--- config.mk ---
export PLATFORM = sky130hd
export DESIGN_NAME = if_fetch_queue
export DESIGN_NICKNAME = d
export VERILOG_FILES = /design/src/rtl/if_fetch_queue.sv
export SDC_FILE = /design/constraint.sdc
export NUM_CORES = 1
export LEC_CHECK = 0
export ABC_AREA = 1
export BUFFER_PORTS_ARGS = -buffer_cell sky130_fd_sc_hd__buf_2
export CELL_PAD_IN_SITES_DETAIL_PLACEMENT = 0
export CELL_PAD_IN_SITES_GLOBAL_PLACEMENT = 1
export CORE_ASPECT_RATIO = 1.25
export CORE_MARGIN = 2
export CORE_UTILIZATION = 46
export CTS_CLUSTER_SIZE = 14
export DETAILED_ROUTE_END_ITERATION = 6
export GPL_ROUTABILITY_DRIVEN = 0
export PLACE_DENSITY_LB_ADDON = 0.1
export SYNTH_ARGS = -nofsm -noshare
export SYNTH_HDL_FRONTEND = slang
export SYNTH_SLANG_ARGS = --single-unit
--- constraint.sdc ---
create_clock -name clk -period 6.9 [get_ports clk]
set_clock_uncertainty 0.1 [all_clocks]
set_input_delay 0.345 -clock clk [delete_from_list [all_inputs] [get_ports clk]]
set_output_delay 0.345 -clock clk [all_outputs]
set_load 0.05 [all_outputs]
--- src/rtl/if_fetch_queue.sv ---
// Instruction-fetch stage: PC register, combinational ROM read and a decoupling fetch queue.
// Optional performance counters are enabled by defining IF_PERF_CNT_EN.
module if_fetch_queue #(
  parameter int unsigned     XLEN     = 32,
  parameter int unsigned     IADDR_W  = 6,
  parameter int unsigned     FQ_DEPTH = 4,
  parameter logic [XLEN-1:0] RESET_PC = '0
) (
  input  logic                        clk,
  input  logic                        clrn,
  input  logic                        stall,
  input  logic [1:0]                  pcsource,
  input  logic [XLEN-1:0]             bpc,
  input  logic [XLEN-1:0]             jpc,
  output logic [IADDR_W-1:0]          imem_addr,
  input  logic [XLEN-1:0]             imem_rdata,
  input  logic                        id_ready,
  output logic                        if_valid,
  output logic [XLEN-1:0]             if_pc,
  output logic [XLEN-1:0]             if_pc4,
  output logic [XLEN-1:0]             if_inst,
  output logic [$clog2(FQ_DEPTH):0]   fq_count,
  output logic                        fq_full,
  output logic [XLEN-1:0]             PC
`ifdef IF_PERF_CNT_EN
  ,
  output logic [31:0]                 perf_fetch,
  output logic [31:0]                 perf_flush,
  output logic [31:0]                 perf_full
`endif
);

  localparam int unsigned PTR_W = $clog2(FQ_DEPTH);
  localparam int unsigned CNT_W = PTR_W + 1;

  logic [XLEN-1:0]  r_pc;
  logic [PTR_W-1:0] r_rd_ptr;
  logic [PTR_W-1:0] r_wr_ptr;
  logic [CNT_W-1:0] r_count;

  logic [XLEN-1:0]  r_mem_pc   [FQ_DEPTH];
  logic [XLEN-1:0]  r_mem_pc4  [FQ_DEPTH];
  logic [XLEN-1:0]  r_mem_inst [FQ_DEPTH];

  logic             w_redirect;
  logic [XLEN-1:0]  w_target_raw;
  logic [XLEN-1:0]  w_target;
  logic [XLEN-1:0]  w_pc4;
  logic             w_empty;
  logic             w_full;
  logic             w_pop;
  logic             w_push;

  assign w_redirect = (pcsource != 2'b00);

  always_comb begin
    w_target_raw = '0;
    unique case (pcsource)
      2'b01:   w_target_raw = bpc;
      2'b10:   w_target_raw = jpc;
      default: w_target_raw = '0;
    endcase
  end

  // Targets are always word aligned.
  assign w_target = w_target_raw & ~(XLEN'(3));
  assign w_pc4    = r_pc + XLEN'(4);

  assign w_empty = (r_count == '0);
  assign w_full  = (r_count == CNT_W'(FQ_DEPTH));
  assign w_pop   = !w_empty && id_ready && !stall && !w_redirect;
  // A pop frees the slot the same cycle, so a full queue can still accept.
  assign w_push  = !w_redirect && !stall && (!w_full || w_pop);

  always_ff @(posedge clk or negedge clrn) begin
    if (!clrn) begin
      r_pc     <= RESET_PC;
      r_rd_ptr <= '0;
      r_wr_ptr <= '0;
      r_count  <= '0;
    end else if (w_redirect) begin
      r_pc     <= w_target;
      r_rd_ptr <= '0;
      r_wr_ptr <= '0;
      r_count  <= '0;
    end else begin
      if (w_push) begin
        r_pc     <= w_pc4;
        r_wr_ptr <= r_wr_ptr + PTR_W'(1);
      end
      if (w_pop) begin
        r_rd_ptr <= r_rd_ptr + PTR_W'(1);
      end
      if (w_push && !w_pop) begin
        r_count <= r_count + CNT_W'(1);
      end else if (w_pop && !w_push) begin
        r_count <= r_count - CNT_W'(1);
      end
    end
  end

  // Storage needs no reset: the head is masked while the queue is empty.
  always_ff @(posedge clk) begin
    if (w_push) begin
      r_mem_pc[r_wr_ptr]   <= r_pc;
      r_mem_pc4[r_wr_ptr]  <= w_pc4;
      r_mem_inst[r_wr_ptr] <= imem_rdata;
    end
  end

  assign imem_addr = r_pc[IADDR_W+1:2];
  assign PC        = r_pc;
  assign fq_count  = r_count;
  assign fq_full   = w_full;
  assign if_valid  = !w_empty;
  assign if_pc     = w_empty ? '0 : r_mem_pc[r_rd_ptr];
  assign if_pc4    = w_empty ? '0 : r_mem_pc4[r_rd_ptr];
  assign if_inst   = w_empty ? '0 : r_mem_inst[r_rd_ptr];

`ifdef IF_PERF_CNT_EN
  logic [31:0] r_perf_fetch;
  logic [31:0] r_perf_flush;
  logic [31:0] r_perf_full;

  // perf_flush keeps counting through stall because redirects override it.
  always_ff @(posedge clk or negedge clrn) begin
    if (!clrn) begin
      r_perf_fetch <= '0;
      r_perf_flush <= '0;
      r_perf_full  <= '0;
    end else begin
      if (w_push) begin
        r_perf_fetch <= r_perf_fetch + 32'd1;
      end
      if (w_redirect) begin
        r_perf_flush <= r_perf_flush + 32'd1;
      end
      if (w_full && !w_pop && !stall) begin
        r_perf_full <= r_perf_full + 32'd1;
      end
    end
  end

  assign perf_fetch = r_perf_fetch;
  assign perf_flush = r_perf_flush;
  assign perf_full  = r_perf_full;
`else
  // Counters absent: no extra state or ports in this build.
`endif

endmodule

==> results by group <==
Timing
  • Final min period: 3.89 ns
  • Final Max Slew Viols: 0
  • Worst slew pin tran: 1.06 ns
  • Period utilization: 56.4%
  • FMAX: 257 MHz
  • Slew margin rel.: 29.0%
  • Final setup viols: 0
  • Hold_ws: 0.140 ns
  • Setup TNS Final: 0 ns
  • RSZ-0062 raised after global routing: false
  • Fin. Hold Viols: 0

Finish
  • Layout Nets: 1898
  • Antenna cells: 0
  • Layout area overhead: 18.1%
  • Layout cells sized above 1: 18.3%
  • Core Util, Final: 55.0%

Synth
  • Top cells by area, synth: edfxtp_1 64%, nor2_1 9.5%, o21ai_0 5.5%
  • FFs w/ async S/R, synth: 9.14%
  • Sequential area share after synthesis: 69.2%
  • Synth Register Bits: 405
  • EDFF count, synth: 368
  • Syn Std Cell Area: 17300 µm²
  • Top cell type's share of synthesized area: 63.9%
  • Most numerous cell in the Yosys netlist: nor2_1
  • Synth area leader: edfxtp_1
  • Mapped Cells: 1561
  • Post-synth top cells: 439 x nor2_1, 368 x edfxtp_1, 189 x o21ai_0, 146 x a21oi_1, 122 x nand2_1
  • Distinct cells, synth: 32
  • Synth Flop Type: edfxtp_1
  • Mean Syn Cell Area: 11.1 µm²
  • Ys Warns: 0

Critical path
  • Crit path required time: 6.45 ns
  • Crit Path Category: flip-flop to output pin
  • CP Capture Type: output pin
  • Critical path arrival: 3.45 ns
  • Startpoint types: flip-flop
  • Peak fanout along the critical path: 76

Power and ir drop
  • Pwr dens: 275 nW/µm²
  • LEAKAGE: 0.00771 µW
  • VDD IR max: 0.156 mV
  • Clock power share: 38.2%
  • P_int: 4170 µW
  • Sw frac: 25.7%
  • Logic pwr share: 11.2%
  • Seq pwr share: 50.6%
  • Switching Power: 1440 µW

Detailed routing
  • Post-Route WL: 43100 µm
  • Vias per inst: 5.19
  • ANT nets after route: 0
  • Starting DRC count in detailed routing: 742
  • DRC errors left: 0
  • DR vias: 11943
  • TritonRoute pass-1 iters: 6
  • WL per Instance: 18.7 µm

Status
  • Status: finished, final reports clean

Global routing
  • First-pass GRT wire length: 65800 µm
  • Total global-route track usage: 21.8%
  • Vias in the first global route: 11794
  • Grt total ovfl: 0
  • Initial antenna violation count: 0
  • Largest net degree at the start of global routing: 93

Floorplanning
  • Die Wd: 177 µm
  • Row Count: 79
  • # IOs: 241
  • Core Box Area: 37200 µm²
  • Die H: 221 µm
  • Initial Util: 46.6%
  • Die ar.: 39200 µm²

Clock network
  • Clock transition at path regs: 0.06 ns
  • Post-CTS Resized: 0
  • Clock Latency Late Sink: 0.54 ns
  • # clock sinks: 405
  • H-tree depth: 2
  • Max clock buf depth: 3
  • Post-CTS setup buffer count: 0
  • CTS Hold Bufs: 35
  • CTS tree: done
  • Clock Root Buffer: clkbuf_16
  • Inserted Clock Buffers: 40

Worst hold path
  • Hold Crit Class: input port to flip-flop

Placement
  • I/O Buffers: 230
  • DP HPWL: 25300 µm

Flow run
  • Total of max-cap violations: 0
-- flip-flops by register name, indices dropped and copies added (netlist names) --
signal / count
r_mem_pc: 120
r_rd_ptr: 2
r_wr_ptr: 2
r_mem_inst: 128
PC: 30
fq_count: 3
r_mem_pc4: 120
-- cell usage in the layout, fill, tap and decap left out, drive strengths merged --
master	n
inv	43
or2	3
a21oi	146
xor2	9
fa	1
a22oi	4
nor2	448
dfrtp	37
ha	8
and2	7
nor3	2
a31oi	1
xnor2	3
nand2	125
nand4	2
dlygate4sd3	35
clkinvlp	1
o21ai	194
bufinv	4
buf	247
clkbuf	51
nand3	21
a22o	30
clkinv	18
edfxtp	368
nand3b	3
conb	6
-- area by class of cell --
class	count	area [µm²]
tap	486	608
inverter	45	174
clock inverter	21	194
multi-input combinational	1013	4720
clock buffer	51	1080
fill	3243	16700
sequential	405	12000
timing repair buffer	282	1670
-- cell families after synthesis --
family	synth area share (%)
and+or+nand+nor	13.9
DFF	69.2
AOI/OAI and AO/OA	11.6
buffers and inverters	3.79
xor gates and xnor gates	0.781
adders and majority gates	0.694
other	0.0217
-- routing by layer --
layer,GRT usage (%),vias to the layer above,wire [µm]
met5,0,-,0
met4,6.80,0,1170
met3,2.97,69,2020
met2,37.3,310,21100
met1,28.8,5718,18800
li1,-,5846,-
-- worst max-delay path, cell delays in order (launching register included) --
cell     delay [ns]
dfrtp_4        0.68
inv_4          0.50
buf_4          0.69
o21ai_0        0.21
a21oi_1        0.35
buf_2          0.35
-- path summary, 6_finish.rpt --
kind                            depth (start not counted)     endpoint         from  slack (ns)
worst max register to register                         10  fq_count[2]  fq_count[0]        3.78
min in group asynchronous                               2       PC[23]         clrn        0.39
worst min register to register                          1  fq_count[0]  fq_count[0]        0.45
worst min-delay path                                    4  r_rd_ptr[1]        stall        0.14
worst max-delay path                                    5   if_pc4[30]  r_rd_ptr[0]        3.01
max in group asynchronous                               2  r_rd_ptr[0]         clrn        5.59
-- through the flow --
stage	total power, µW	setup slack [ns]	cell area (µm²)	cells
after CTS	5650	3.03	20400	2303
final	5610	3.01	20400	2303
after global routing	5780	2.84	20400	2303
after floorplan	3310	1.35	17300	1566
after detailed placement	3510	3.61	18800	2196
after global placement	3500	3.59	18800	2196
-- power by group through the flow --
| stage | combinational [µW] | clock [µW] | sequential (µW) |
|---|---|---|---|
| 2_1_floorplan | 367 | 0 | 2940 |
| 3_3_place_gp | 613 | 0 | 2890 |
| 3_5_place_dp | 618 | 0 | 2890 |
| 4_1_cts | 636 | 2180 | 2840 |
| 5_1_grt | 677 | 2260 | 2850 |
| 6_report | 630 | 2140 | 2840 |
No activity file was read; power rests on OpenSTA's default activity.
